**src/rtl/fwd_hazard_unit_if.sv**
```systemverilog
// Purpose: groups the hazard unit's control, EX/ID operand and result signals.
// Latency: none, wiring only.
// Backpressure: none; id_stall is the unit's only hold signal toward the pipeline.
interface fwd_hazard_unit_if #(
  parameter int AW      = 5,
  parameter int NUM_SRC = 2,
  parameter int SW      = 2,
  parameter int CNT_W   = 16
);
  logic                  flush;
  logic                  fwd_en;
  logic                  ex_valid;
  logic                  ex_regwrite;
  logic                  ex_is_load;
  logic [AW-1:0]         ex_rd;
  logic [NUM_SRC*AW-1:0] ex_src;
  logic                  id_valid;
  logic [NUM_SRC*AW-1:0] id_src;
  logic [NUM_SRC*SW-1:0] fwd_sel;
  logic                  id_stall;
  logic [CNT_W-1:0]      stall_cnt;

  // Pipeline control side: drives instruction info, consumes selects and stall.
  modport master (
    output flush, fwd_en, ex_valid, ex_regwrite, ex_is_load, ex_rd, ex_src,
           id_valid, id_src,
    input  fwd_sel, id_stall, stall_cnt
  );

  // Hazard unit side.
  modport slave (
    input  flush, fwd_en, ex_valid, ex_regwrite, ex_is_load, ex_rd, ex_src,
           id_valid, id_src,
    output fwd_sel, id_stall, stall_cnt
  );
endinterface

```
**src/rtl/fwd_hazard_unit.sv**
```systemverilog
// Purpose: forwarding-select and load-use stall generation from a tracker of in-flight destinations.
// Latency: fwd_sel/id_stall are combinational in the same cycle; the tracker shifts one edge later.
// Backpressure: id_stall holds ID/IF (EX gets a bubble); the unit itself never waits.
module fwd_hazard_unit #(
  parameter int AW         = 5,
  parameter int NUM_SRC    = 2,
  parameter int FWD_STAGES = 2,
  parameter int LOAD_STAGE = 2,
  parameter int CNT_W      = 16,
  parameter int SW         = $clog2(FWD_STAGES + 1)
) (
  input  logic               clk,
  input  logic               rst_n,
  fwd_hazard_unit_if.slave   hz_if
);

  // Tracker entry k holds the instruction that was in EX k cycles ago.
  logic [FWD_STAGES:1] v_q, v_d;
  logic [FWD_STAGES:1] ld_q, ld_d;
  logic [AW-1:0]       rd_q [FWD_STAGES:1];
  logic [AW-1:0]       rd_d [FWD_STAGES:1];
  logic [CNT_W-1:0]    cnt_q, cnt_d;

  // Producer view: position 0 is the live EX instruction, 1..FWD_STAGES the tracker.
  logic [FWD_STAGES:0] pv;
  logic [FWD_STAGES:0] pld;
  logic [AW-1:0]       prd [FWD_STAGES:0];

  logic                  ex_writes;
  logic [NUM_SRC*SW-1:0] fwd_sel_c;
  logic                  stall_c;

  // r0 is hardwired zero, so a write to it never produces a forwardable value.
  assign ex_writes = hz_if.ex_valid & hz_if.ex_regwrite & (hz_if.ex_rd != '0);

  // Tracker next state: shift one stage per cycle, flush kills all valid bits.
  always_comb begin
    v_d  = '0;
    ld_d = '0;
    for (int k = 1; k <= FWD_STAGES; k++) begin
      rd_d[k] = '0;
    end
    v_d[1]  = ex_writes;
    ld_d[1] = hz_if.ex_is_load;
    rd_d[1] = hz_if.ex_rd;
    for (int k = 2; k <= FWD_STAGES; k++) begin
      v_d[k]  = v_q[k-1];
      ld_d[k] = ld_q[k-1];
      rd_d[k] = rd_q[k-1];
    end
    if (hz_if.flush) begin
      v_d = '0;
    end
  end

  // Tracker registers with asynchronous clear.
  always_ff @(posedge clk or negedge rst_n) begin
    if (!rst_n) begin
      v_q  <= '0;
      ld_q <= '0;
      for (int k = 1; k <= FWD_STAGES; k++) begin
        rd_q[k] <= '0;
      end
    end else begin
      v_q  <= v_d;
      ld_q <= ld_d;
      for (int k = 1; k <= FWD_STAGES; k++) begin
        rd_q[k] <= rd_d[k];
      end
    end
  end

  // Assemble the producer list used by the ID stall check.
  always_comb begin
    pv     = '0;
    pld    = '0;
    prd[0] = hz_if.ex_rd;
    pv[0]  = ex_writes;
    pld[0] = hz_if.ex_is_load;
    for (int k = 1; k <= FWD_STAGES; k++) begin
      pv[k]  = v_q[k];
      pld[k] = ld_q[k];
      prd[k] = rd_q[k];
    end
  end

  // EX forward select: scan oldest to youngest so the youngest match is kept last.
  // A load matched before LOAD_STAGE still selects its stage; the stall logic
  // guarantees that never happens when id_stall is honoured.
  always_comb begin
    fwd_sel_c = '0;
    for (int i = 0; i < NUM_SRC; i++) begin
      if (hz_if.fwd_en && (hz_if.ex_src[i*AW +: AW] != '0)) begin
        for (int k = FWD_STAGES; k >= 1; k--) begin
          if (v_q[k] && (rd_q[k] == hz_if.ex_src[i*AW +: AW])) begin
            fwd_sel_c[i*SW +: SW] = SW'(k);
          end
        end
      end
    end
  end

  // ID stall: with forwarding only too-young loads stall; without it every
  // producer short of the write stage stalls (the write stage writes through).
  always_comb begin
    stall_c = 1'b0;
    if (hz_if.id_valid && !hz_if.flush && rst_n) begin
      for (int i = 0; i < NUM_SRC; i++) begin
        if (hz_if.id_src[i*AW +: AW] != '0) begin
          for (int p = 0; p <= FWD_STAGES; p++) begin
            if (pv[p] && (prd[p] == hz_if.id_src[i*AW +: AW])) begin
              if (hz_if.fwd_en) begin
                if (pld[p] && (p < LOAD_STAGE - 1)) begin
                  stall_c = 1'b1;
                end
              end else if (p < FWD_STAGES) begin
                stall_c = 1'b1;
              end
            end
          end
        end
      end
    end
  end

  // Stall counter next state: saturates at all-ones, unaffected by flush.
  always_comb begin
    cnt_d = cnt_q;
    if (stall_c && (cnt_q != {CNT_W{1'b1}})) begin
      cnt_d = cnt_q + CNT_W'(1);
    end
  end

  // Stall counter register.
  always_ff @(posedge clk or negedge rst_n) begin
    if (!rst_n) begin
      cnt_q <= '0;
    end else begin
      cnt_q <= cnt_d;
    end
  end

  assign hz_if.fwd_sel   = fwd_sel_c;
  assign hz_if.id_stall  = stall_c;
  assign hz_if.stall_cnt = cnt_q;

endmodule

```
**src/flat_wrapper.sv**
```systemverilog
// flat-port wrapper written by rule: the top's interface ports become plain ports
module fwd_hazard_unit_flat 
#(
  parameter int AW         = 5,
  parameter int NUM_SRC    = 2,
  parameter int FWD_STAGES = 2,
  parameter int LOAD_STAGE = 2,
  parameter int CNT_W      = 16,
  parameter int SW         = $clog2(FWD_STAGES + 1)
)
  (clk, rst_n, hz_if_flush, hz_if_fwd_en, hz_if_ex_valid, hz_if_ex_regwrite, hz_if_ex_is_load, hz_if_ex_rd, hz_if_ex_src, hz_if_id_valid, hz_if_id_src, hz_if_fwd_sel, hz_if_id_stall, hz_if_stall_cnt);
  fwd_hazard_unit_if #(.AW(AW), .NUM_SRC(NUM_SRC), .SW(SW), .CNT_W(CNT_W)) hz_if_i ();
  input  logic clk;
  input  logic rst_n;
  input wire logic [$bits(hz_if_i.flush)-1:0] hz_if_flush;
  input wire logic [$bits(hz_if_i.fwd_en)-1:0] hz_if_fwd_en;
  input wire logic [$bits(hz_if_i.ex_valid)-1:0] hz_if_ex_valid;
  input wire logic [$bits(hz_if_i.ex_regwrite)-1:0] hz_if_ex_regwrite;
  input wire logic [$bits(hz_if_i.ex_is_load)-1:0] hz_if_ex_is_load;
  input wire logic [$bits(hz_if_i.ex_rd)-1:0] hz_if_ex_rd;
  input wire logic [$bits(hz_if_i.ex_src)-1:0] hz_if_ex_src;
  input wire logic [$bits(hz_if_i.id_valid)-1:0] hz_if_id_valid;
  input wire logic [$bits(hz_if_i.id_src)-1:0] hz_if_id_src;
  output wire logic [$bits(hz_if_i.fwd_sel)-1:0] hz_if_fwd_sel;
  output wire logic [$bits(hz_if_i.id_stall)-1:0] hz_if_id_stall;
  output wire logic [$bits(hz_if_i.stall_cnt)-1:0] hz_if_stall_cnt;
  assign hz_if_i.flush = hz_if_flush;
  assign hz_if_i.fwd_en = hz_if_fwd_en;
  assign hz_if_i.ex_valid = hz_if_ex_valid;
  assign hz_if_i.ex_regwrite = hz_if_ex_regwrite;
  assign hz_if_i.ex_is_load = hz_if_ex_is_load;
  assign hz_if_i.ex_rd = hz_if_ex_rd;
  assign hz_if_i.ex_src = hz_if_ex_src;
  assign hz_if_i.id_valid = hz_if_id_valid;
  assign hz_if_i.id_src = hz_if_id_src;
  assign hz_if_fwd_sel = hz_if_i.fwd_sel;
  assign hz_if_id_stall = hz_if_i.id_stall;
  assign hz_if_stall_cnt = hz_if_i.stall_cnt;
  fwd_hazard_unit #(.AW(AW), .NUM_SRC(NUM_SRC), .FWD_STAGES(FWD_STAGES), .LOAD_STAGE(LOAD_STAGE), .CNT_W(CNT_W), .SW(SW)) u_core (.clk(clk), .rst_n(rst_n), .hz_if(hz_if_i));
endmodule
```
**config.mk**
```make
export PLATFORM = sky130hd
export DESIGN_NAME = fwd_hazard_unit_flat
export DESIGN_NICKNAME = d
export VERILOG_FILES = /design/src/rtl/fwd_hazard_unit_if.sv /design/src/rtl/fwd_hazard_unit.sv /design/src/flat_wrapper.sv
export SDC_FILE = /design/constraint.sdc
export NUM_CORES = 1
export LEC_CHECK = 0
export CORE_AREA = 2 2 69 71
export DETAILED_ROUTE_END_ITERATION = 10
export DIE_AREA = 0 0 71 73
export GPL_TIMING_DRIVEN = 0
export PLACE_DENSITY = 0.67
export SYNTH_ARGS = -nofsm -noshare
export SYNTH_HDL_FRONTEND = slang
export SYNTH_SLANG_ARGS = --single-unit
export TNS_END_PERCENT = 50
```
**constraint.sdc**
```tcl
create_clock -name clk -period 2.25 [get_ports clk]
set_clock_uncertainty 0.15 [all_clocks]
set_input_delay 0.45 -clock clk [delete_from_list [all_inputs] [get_ports clk]]
set_output_delay 0.45 -clock clk [all_outputs]
set_load 0.1 [all_outputs]
```
# [Word level (Yosys, flattened, before mapping)]
# Cells that the tools add are included.
[totals] reg_bits=28 in_bits=33 out_inout_bits=21 word_cells=55
[classes] addsub=1 n_eq_ne=9 n_mux=20 bitwise_logic=2 n_reduce_logical=19
[op_table] operator="== test 5 bit" count=8
[op_table] operator="nonzero test 5 bit" count=5
[op_table] operator="adder 16 x 1 -> 16 bit (second input constant)" count=1
[op_table] operator="!= test 16 bit (second input constant)" count=1
[op_table] operator="two-way mux 2 bit" count=7
[op_table] operator="logical AND 1 bit" count=13
[op_table] operator="two-way mux 1 bit" count=13
[op_table] operator="bitwise AND 1 bit" count=2
[op_table] operator="zero test 1 bit" count=1

# [Depth between registers and ports, before layout]
# Gate-level depths: netlist (run 1).
[logic_depth] ltp_word=15 ltp_mapped=9

# [Worst setup path after synthesis (run 1)]
# No wires, ideal clock.
[synth_timing] path_kind="input -> output" from="input port hz_if_ex_src[1]" to="output port hz_if_fwd_sel[1]" arrival_time_ns=3.154 setup_slack_ns=-1.504 cell_stages=4 cell_sequence="xor2_1 nor4_1 nand3_1 nor3b_1"
[synth_via] elab_chain_cells=5 elab_cells_between_ends=9 classes_between="2 x eq/ne; 3 x mux; 4 x reduce/logical"
[synth_rtl] element="start, declared" line="flat_wrapper.sv:21" text="input wire logic [$bits(hz_if_i.ex_src)-1:0] hz_if_ex_src;"
[synth_rtl] element="== test 5 bit" line="fwd_hazard_unit.sv:95" text="if (v_q[k] && (rd_q[k] == hz_if.ex_src[i*AW +: AW])) begin"
[synth_rtl] element="logical AND 1 bit" line="fwd_hazard_unit.sv:95"
[synth_rtl] element="two-way mux 2 bit (2 in series)" line="fwd_hazard_unit.sv:95"
[synth_rtl] element="two-way mux 2 bit (*)" line="fwd_hazard_unit.sv:93" text="if (hz_if.fwd_en && (hz_if.ex_src[i*AW +: AW] != '0)) begin"
[synth_rtl] element="end, declared" line="flat_wrapper.sv:24" text="output wire logic [$bits(hz_if_i.fwd_sel)-1:0] hz_if_fwd_sel;"
# Mark *: on every way between the ends. The rest lies on a longest branch, timed or not.

# [Worst setup path in the final report (run 1)]
[layout_timing] from="input port hz_if_id_src[8]" to="output port hz_if_id_stall"
[layout_via] elab_chain_cells=7 elab_cells_between_ends=10 classes_between="2 x eq/ne; 5 x mux; 3 x reduce/logical"
[layout_rtl] element="start, declared" line="flat_wrapper.sv:23" text="input wire logic [$bits(hz_if_i.id_src)-1:0] hz_if_id_src;"
[layout_rtl] element="== test 5 bit" line="fwd_hazard_unit.sv:111" text="if (pv[p] && (prd[p] == hz_if.id_src[i*AW +: AW])) begin"
[layout_rtl] element="logical AND 1 bit" line="fwd_hazard_unit.sv:111"
[layout_rtl] element="two-way mux 1 bit" line="fwd_hazard_unit.sv:111"
[layout_rtl] element="two-way mux 1 bit" line="fwd_hazard_unit.sv:112" text="if (hz_if.fwd_en) begin"
[layout_rtl] element="two-way mux 1 bit" line="fwd_hazard_unit.sv:111"
[layout_rtl] element="two-way mux 1 bit (*)" line="fwd_hazard_unit.sv:109" text="if (hz_if.id_src[i*AW +: AW] != '0) begin"
[layout_rtl] element="two-way mux 1 bit (*)" line="fwd_hazard_unit.sv:107" text="if (hz_if.id_valid && !hz_if.flush && rst_n) begin"
[layout_rtl] element="end, declared" line="flat_wrapper.sv:25" text="output wire logic [$bits(hz_if_i.id_stall)-1:0] hz_if_id_stall;"
# Marks and branches as above.

==> flow_metrics.env, run 1 <==
export IMPL_irDropWorstVdd_mv=0.230
export IMPL_grt_max_degree=29
export IMPL_start_util=0.369
export IMPL_cts_buffers_inserted=3
export IMPL_p_clk_frac=0.288
export IMPL_clk_latency_ps=270
export IMPL_antenna_found_initial=0
export IMPL_first_iter_violations=33
export IMPL_synth_nets=197
export IMPL_p_seq_frac=0.508
export IMPL_diodes=0
export IMPL_hp_class="input port to flop"
export IMPL_crit_type="input port to primary output"
export IMPL_port_buffers=53
export IMPL_overflow=0
export IMPL_power_mw=1.06
export IMPL_nets=262
export IMPL_ys_top_cells_by_count="dfrtp_1 (28), xnor2_1 (28), xor2_1 (27)"
export IMPL_synth_cells=163
export IMPL_dr_max_layer_used="met4"
export IMPL_clk_pin_slew_ps=90
export IMPL_cts_max_path_buffers=2
export IMPL_core_area_um2=4540
export IMPL_rows=25
export IMPL_synthDistinctLibCells=31
export IMPL_synthTopCellsByArea="dfrtp_1 (42%), xnor2_1 (15%), xor2_1 (14%)"
export IMPL_synth_top_area_cell="dfrtp_1"
export IMPL_critical_path_arrival_ps=1880
export IMPL_cts_tree="done"
export IMPL_avgViaCountPerCell=5.01
export IMPL_crit_top_cell="nor2_4"
export IMPL_netlist_area_leader_share=0.419
export IMPL_hold_depth=1
export IMPL_p_comb_frac=0.205
export IMPL_internal_power_mw=0.774
export IMPL_setup_violations=5
export IMPL_critPathRequiredTime_ps=1650
export IMPL_nFillCells=412
export IMPL_period_minus_slack_ps=2480
export IMPL_setup_ws_ps=-229
export IMPL_tightest_slew_ps=960
export IMPL_worstRegToRegCells=9
export IMPL_ys_flop_type="dfrtp_1"
export IMPL_p_sw_mw=0.283
export IMPL_multi_input_area_um2=1090
export IMPL_synth_edf_count=0
export IMPL_die_y_um=73
export IMPL_num_vias=1409
export IMPL_max_freq_mhz=403
export IMPL_p_sw_frac=0.268
export IMPL_die_x_um=71
export IMPL_p_leak_nw=1.07
export IMPL_boundaryPins=54
export IMPL_ant_nets=0
export IMPL_drc=0
export IMPL_design_die_area_um2=5180
export IMPL_area_delta_synth_final_pct=53.2
export IMPL_crit_chain="buf_2 -> or4_4 -> nor2_4 -> nor4_4 -> nor2_1 -> o22a_1 -> nor2_4 -> buf_12"
export IMPL_final_util=0.565
export IMPL_synth_avg_cell_area_um2=10.3
export IMPL_endpoint_kind="primary output"
export IMPL_yosys_warnings=0
export IMPL_finalWirelength_um=4140
export IMPL_dp_hpwl_um=3060
export IMPL_violations="negative setup slack"
export IMPL_seqCellArea_um2=722
export IMPL_wl_met3_um=203
export IMPL_slew_violations=0
export IMPL_grt_pass1_vias=1399
export IMPL_holdWs_ps=199
export IMPL_cts_htree_levels=1
export IMPL_dr_pass1_iters=4
export IMPL_max_cap_viol_count=0
export IMPL_rsz0062_at_grt="true"
export IMPL_synth_async_reset_ratio=1.00
export IMPL_ys_seq_area_frac=0.419
export IMPL_relSlewSlack=0.362
export IMPL_wl_met1_um=1800
export IMPL_clockRootBuffer="clkbuf_8"
export IMPL_routedWlPerCell_um=14.7
export IMPL_p_per_area_nw_per_um2=413
export IMPL_grt_pass1_wl_um=6770
export IMPL_start_kind="input port"
export IMPL_finalCritPeriodShare=1.10
export IMPL_slowest_delay_ps=540
export IMPL_grtUsageTotal=0.168
export IMPL_syn_area_um2=1670
export IMPL_met2_length_um=2120
export IMPL_yosys_register_bits=28
export IMPL_clkSinkCount=28
export IMPL_status="finished, violations left"
export IMPL_crit_slowest_cell="or4_4"
export IMPL_place_gp_congestion=0.836
export IMPL_drive_gt1_frac=0.317
export IMPL_hold_viol=0
export IMPL_worst_path_max_fanout=3
[registers in the layout, summed over array words and instances, names as in the netlist]
name and count:
u_core.hz_if.stall_cnt 16, u_core.v_q 2, u_core.prd 10
[per-layer routing]
| metal | vias up | global-route usage |
|---|---|---|
| met2 | 36 | 0.298 |
| li1 | 697 | - |
| met1 | 674 | 0.215 |
| met4 | 0 | 0.0440 |
| met5 | - | 0 |
| met3 | 2 | 0.0235 |
[final timing paths]
path	startpoint	end	slack, ps
worst max-delay path	hz_if_id_src[8]	hz_if_id_stall	-230
worst min-delay path	hz_if_ex_rd[4]	u_core.prd[9]	200
worst max register to register	u_core.prd[6]	u_core.hz_if.stall_cnt[9]	170
worst min register to register	u_core.prd[7]	u_core.prd[12]	330
max in group asynchronous	rst_n	u_core.hz_if.stall_cnt[7]	1220
min in group asynchronous	rst_n	u_core.hz_if.stall_cnt[9]	560
[timing repair]
action | in CTS | in global routing
pin swaps | 23 | 1
cloned | 0 | 0
hold endpoints to repair | 28 | 0
hold buffers | 2 | 0
buffers inserted | 5 | 0
gates resized for setup | 142 | 2
setup endpoints to repair | 37 | 9
[cell type report]
class                   instances  area share
flip-flops and latches         28       0.282
repair buffers                 60       0.237
clock buffers                   4      0.0215
multi-input cells             132       0.426
well taps                      54      0.0264
inverters                       2     0.00293
plain buffers                   1     0.00439
[placed cells by master (no fill, tap or decap), types with 2 or more instances in the layout]
cell	Yosys	routed
nor2_4	0	4
nand3_1	12	12
clkdlybuf4s15_2	0	8
nand2b_1	2	2
nand4_1	8	8
o21ai_2	2	2
o21ai_4	0	2
and4_1	2	2
buf_6	1	2
clkdlybuf4s50_1	0	6
buf_2	0	5
dfrtp_2	0	17
buf_4	0	5
nand2_1	5	5
xor2_1	27	27
nor3b_4	0	2
clkdlybuf4s15_1	0	3
or4_4	0	3
nor4_2	0	4
dfrtp_1	28	11
and3_1	2	2
nor4_4	0	2
buf_12	0	6
clkbuf_8	0	4
nor2_1	10	7
xnor2_1	28	28
nand3_2	2	2
nor3_1	5	5
dlygate4sd2_1	0	24
[metrics by stage]
stage               cells  setup TNS (ps)  setup WS, ps  instance area (um2)
detailed placement    270          -25480         -1850                 2350
CTS                   281            -758          -235                 2550
floorplan             163            -467          -193                 1750
global placement      270          -25240         -1850                 2350
global route          281           -1380          -326                 2560
finish                281            -820          -229                 2560
[cell families (layout without fill, tap and decap cells)]
group | Yosys count | in the layout | share of synthesized area
xor+xnor | 55 | 55 | 0.288
simple gates | 68 | 68 | 0.236
mux | 1 | 1 | 0.00673
flops | 28 | 28 | 0.419
buf+inv | 3 | 67 | 0.0112
compound gates | 7 | 7 | 0.0322
fa+ha+maj | 1 | 1 | 0.00748
[critical path, delay by kind of cell]
| family | cells | cell delay (ps) |
|---|---|---|
| buf+inv | 2 | 280 |
| simple gates | 5 | 940 |
| compound gates | 1 | 190 |
[power by group through the flow]
stage / clock network, mW / registers, mW / logic, mW
floorplan: 0 / 0.564 / 0.0783
global placement: 0 / 0.547 / 0.202
detailed placement: 0 / 0.547 / 0.202
CTS: 0.316 / 0.537 / 0.217
global route: 0.339 / 0.540 / 0.235
finish: 0.304 / 0.537 / 0.217
Power figures use the tool's default switching activity.
==> run 2: changes to the inputs <==
--- a/config.mk
+++ b/config.mk
@@ -5,11 +5,12 @@
 export SDC_FILE = /design/constraint.sdc
 export NUM_CORES = 1
 export LEC_CHECK = 0
-export CORE_AREA = 2 2 69 71
+export ABC_AREA = 1
+export CORE_AREA = 2 2 76 78
 export DETAILED_ROUTE_END_ITERATION = 10
-export DIE_AREA = 0 0 71 73
+export DIE_AREA = 0 0 78 80
 export GPL_TIMING_DRIVEN = 0
-export PLACE_DENSITY = 0.67
+export PLACE_DENSITY = 0.64
 export SYNTH_ARGS = -nofsm -noshare
 export SYNTH_HDL_FRONTEND = slang
 export SYNTH_SLANG_ARGS = --single-unit
==> run 2 against run 1 <==
  * The run still ends with negative setup slack left
  * Register-to-register slack is essentially flat
  * Synthesized cell count is 76% higher
  * Sequential share of layout area fell by 4.0 points
  * Utilization fell by 1.1 points
  * Critical path type is now flop to primary output
  * Highest routed layer unchanged
==> flow_metrics.env, run 2 <==
export IMPL_grt_max_degree=29
export IMPL_ant_nets=0
export IMPL_start_kind="flop"
export IMPL_diodes=0
export IMPL_cts_max_path_buffers=2
export IMPL_p_leak_nw=1.54
export IMPL_synthTopCellsByArea="dfrtp_1 (34%), nand2_1 (15%), xor2_1 (8.9%)"
export IMPL_cts_tree="done"
export IMPL_crit_chain="buf_6 -> xnor2_2 -> nand2_1 -> nor2_1 -> nand2_1 -> nand2_1 -> nand2_2 -> a21boi_4 -> buf_12"
export IMPL_irDropWorstVdd_mv=0.210
export IMPL_clkSinkCount=28
export IMPL_crit_type="flop to primary output"
export IMPL_area_delta_synth_final_pct=45.8
export IMPL_antenna_found_initial=0
export IMPL_critPathRequiredTime_ps=1650
export IMPL_ys_seq_area_frac=0.341
export IMPL_max_cap_viol_count=0
export IMPL_synth_most_common_cell="nand2_1"
export IMPL_overflow=0
export IMPL_routedWlPerCell_um=12.7
export IMPL_status="finished, violations left"
export IMPL_first_iter_violations=132
export IMPL_start_util=0.380
export IMPL_dr_pass1_iters=4
export IMPL_crit_slowest_cell="dfrtp_2"
export IMPL_period_minus_slack_ps=2350
export IMPL_setup_violations=5
export IMPL_largest_reg_flops=16
export IMPL_drc=0
export IMPL_endpoint_kind="primary output"
export IMPL_most_common_layout_cells="nand2_1 (79), inv_1 (35), nor2_1 (25)"
export IMPL_synth_nets=321
export IMPL_num_vias=2017
export IMPL_crit_top_cell="nand2_1"
export IMPL_final_util=0.554
export IMPL_grt_pass1_vias=1859
export IMPL_setup_ws_ps=-104
export IMPL_synth_cells=287
export IMPL_slowest_delay_ps=490
export IMPL_cts_buffers_inserted=3
export IMPL_finalSetupTns_ps=-289
export IMPL_hold_viol=0
export IMPL_grtUsageTotal=0.176
export IMPL_place_gp_congestion=0.880
export IMPL_dp_hpwl_um=4020
export IMPL_max_freq_mhz=425
export IMPL_slew_violations=0
export IMPL_hp_class="input port to flop"
export IMPL_syn_area_um2=2060
export IMPL_rows=27
export IMPL_yosys_warnings=0
export IMPL_critical_path_arrival_ps=1750
export IMPL_finalCritPeriodShare=1.05
export IMPL_die_x_um=78
export IMPL_worst_path_max_fanout=6
export IMPL_clockRootBuffer="clkbuf_8"
export IMPL_layout_commonest_cell="nand2_1"
export IMPL_tightest_slew_ps=957
export IMPL_grt_pass1_wl_um=8790
export IMPL_design_die_area_um2=6240
export IMPL_synth_top_area_cell="dfrtp_1"
export IMPL_port_buffers=53
export IMPL_relSlewSlack=0.364
export IMPL_boundaryPins=54
export IMPL_core_area_um2=5410
export IMPL_power_mw=1.09
export IMPL_die_y_um=80
export IMPL_violations="negative setup slack"
export IMPL_yosys_register_bits=28
export IMPL_p_per_area_nw_per_um2=365
export IMPL_cts_htree_levels=1
export IMPL_ys_top_cells_by_count="nand2_1 (82), inv_1 (40), dfrtp_1 (28)"
export IMPL_drive_gt1_frac=0.189
export IMPL_netlist_area_leader_share=0.341
export IMPL_synth_avg_cell_area_um2=7.16
export IMPL_avgViaCountPerCell=4.79
export IMPL_finalWirelength_um=5350
export IMPL_synth_edf_count=0
export IMPL_nets=384
export IMPL_clk_pin_slew_ps=90
export IMPL_synthDistinctLibCells=31
export IMPL_synth_async_reset_ratio=1.00
export IMPL_rsz0062_at_grt="true"
export IMPL_clk_latency_ps=280
export IMPL_ys_flop_type="dfrtp_1"
-- run 2: final timing paths --
kind                                           start                          to  slack [ps]  depth (start not counted)
max                                    u_core.prd[8]              hz_if_id_stall        -100                          9
min                                   hz_if_ex_rd[3]               u_core.prd[8]         250                          1
max reg2reg                u_core.hz_if.stall_cnt[0]  u_core.hz_if.stall_cnt[14]         160                          9
min reg2reg                            u_core.prd[7]              u_core.prd[12]         270                          0
max in group asynchronous                      rst_n               u_core.prd[8]        1220                          3
min in group asynchronous                      rst_n              u_core.prd[13]         560                          3
-- run 2: final cells by class --
type / count / area [um2]
well taps: 72 / 90.1
flip-flops and latches: 28 / 723
plain buffers: 6 / 55.1
repair buffers: 59 / 628
clock buffers: 4 / 55.1
fillers: 531 / 2410
inverters: 40 / 163
multi-input cells: 212 / 1280
-- run 2: cell families (layout without fill, tap and decap cells) --
group | count (synthesis) | after routing | share of synthesized area
buffers and inverters | 47 | 109 | 0.0962
flip-flops | 28 | 28 | 0.341
adder cells (fa/ha/maj) | 1 | 1 | 0.00609
AO/OA/AOI/OAI | 15 | 15 | 0.0469
AND/OR/NAND/NOR | 160 | 160 | 0.357
XOR/XNOR | 36 | 36 | 0.153
-- run 2: stage by stage --
stage | instances | setup WS (ps) | hold slack (ps) | area (um2)
after global placement | 412 | -2290 | 204 | 2780
after global routing | 421 | -214 | 237 | 3000
after floorplan | 287 | -268 | 4.41 | 2160
final | 421 | -104 | 246 | 3000
after detailed placement | 412 | -2290 | 208 | 2780
after CTS | 418 | -259 | 247 | 2900
-- run 2: timing repair --
action	CTS	global route
hold buffers	2	0
resized for setup	97	32
setup endpoints to repair	37	22
buffers inserted	1	3
pin swaps	3	4
endpoints found under the hold margin	28	0
-- run 2: report_power, final --
part | total [mW] | switching, mW | internal [mW]
Clock | 0.319 | 0.162 | 0.157
Sequential | 0.537 | 0.0186 | 0.518
Combinational | 0.238 | 0.136 | 0.102
Total | 1.09 | 0.317 | 0.777
-- run 2: worst max-delay path, delay by kind of cell, from the launching register on --
family                 cells  cell delay, ps
XOR/XNOR                   1             130
AND/OR/NAND/NOR            5             360
buffers and inverters      2             340
flip-flops                 1             490
AO/OA/AOI/OAI              1             180
-- run 2: per-layer routing --
| metal | GRT usage | wire [um] | up-vias |
|---|---|---|---|
| met5 | 0 | 0 | - |
| met4 | 0.0421 | 49 | 0 |
| met3 | 0.0215 | 178 | 4 |
| met2 | 0.292 | 2510 | 36 |
| met1 | 0.244 | 2610 | 932 |
| li1 | - | - | 1045 |
==> variant: new RTL, flow settings as in run 1 <==
Reset style: synchronous (`rst_n`), changed in 2 clocked blocks. Comments in the files are not updated.
--- a/src/rtl/fwd_hazard_unit.sv
+++ b/src/rtl/fwd_hazard_unit.sv
@@ -56,3 +56,3 @@
   // Tracker registers with asynchronous clear.
-  always_ff @(posedge clk or negedge rst_n) begin
+  always_ff @(posedge clk) begin
     if (!rst_n) begin
@@ -134,3 +134,3 @@
   // Stall counter register.
-  always_ff @(posedge clk or negedge rst_n) begin
+  always_ff @(posedge clk) begin
     if (!rst_n) begin
Check against the original RTL: differs if rst_n is asserted again (counterexample within 4 cycles, from zero or initial values and one cycle with rst_n low); with rst_n held inactive, the same outputs for 10 cycles.
==> variant against run 1 <==
The run still ends with setup timing left; combinational power shrank 7%; worst setup slack gained 59 ps; sequential cell count stayed put; die area is the same; non-clock buffer count grew 13; cell count rose by 19%; maximum frequency increased by 2.5%; area after synthesis grew 7.3%; power down 5.6%; final area up 9.8%; wire length is 19% higher; largest cell class unchanged.
==> variant: results <==
global_routing:
  grt_max_degree: 16
  track_usage_pct: 19.5
  first_global_vias: 1681
  grt_use_met3_pct: 3.31
  grt_pass1_wl_mm: 8.05
  grt_use_met2_pct: 34.4
power:
  ir_drop_mv: 0.358
  p_leak_nw: 1.13
  p_seq_uw: 514
  p_int_uw: 730
  p_comb_share_pct: 20.2
  power_per_cell_area_nw_per_um2: 355
detailed_routing:
  finalWirelength_mm: 4.94
  drt-met1-wl_mm: 2.27
  routed_via_density: 5.18
  wl_met2_mm: 2.46
  wl_met3_um: 155
sta:
  tns_ps: -525
  hold_slack_ps: 242
  setup_violations: 9
  worstMarginPinSlew_ps: 980
  fin_ws_ps: -169
critical_path:
  worstSetupStartpoint: "hz_if_id_src[1]"
  cpPeakStageDelay_ps: 280
  reg2reg_to: "u_core.hz_if.stall_cnt[14]$_SDFFE_PN0P_"
  r2r_cells: 11
  cp.arrival_ps: 1820
  critPathSlowestCell: "dlygate4sd2_1"
  r2r_slack_ps: 30
  worstReg2RegStart: "u_core.rd_q[1][1]$_SDFF_PN0_"
synthesis:
  yosys-top-cells-count: "dfxtp_1, xor2_1, xnor2_1"
  synthAdderAreaFrac_pct: 0.697
  async_flop_share_pct: 0
  netlist_instances: 212
  synth-seq-area-share_pct: 31.2
  synthesis.nets: 246
  synth_cell_type_count: 39
  synth_xor_area_share_pct: 22.4
  synth_area_leaders: "dfxtp_1, xor2_1, xnor2_1, and2_1, nand3_1"
final_layout:
  fin_cells: 334
  layout-drive-gt1-share_pct: 38.6
  final_nets: 315
place:
  place.gp.congestion: 0.787
  hpwl_mm: 3.46
  dp_slack_ps: -1460
  placed_cell_area_um2: 2470
outcome:
  status: "complete, but fails checks"
  violations: "setup timing"
==> variant: cell types whose count changed after synthesis, moves of 7 or more <==
cell and delta:
dfxtp_1 +28, o21ai_0 +7, and2_1 +11, dfrtp_1 -28
xnor2_1 -8, a21oi_1 +7, nand2_1 +7
==> variant: kinds of logic after synthesis <==
logic type | Yosys count
fa+ha+maj | 1
simple gates | 97
xor+xnor | 46
flops | 28
compound gates | 23
mux | 4
buf+inv | 13
==> variant: cell type report <==
cell class              instances  area (um2)
fillers                       381        1720
well taps                      54        67.6
flip-flops and latches         28         601
multi-input cells             171        1420
plain buffers                   6        38.8
inverters                       3        11.3
clock buffers                   4        45.0
repair buffers                 68         627
==> variant: repair_timing <==
| action | CTS | global route |
|---|---|---|
| buffers inserted | 14 | 2 |
| hold endpoints to repair | 0 | 0 |
| resized for setup | 183 | 27 |
| gates cloned | 1 | 0 |
| pin swaps | 43 | 26 |
| setup endpoints to repair | 37 | 19 |
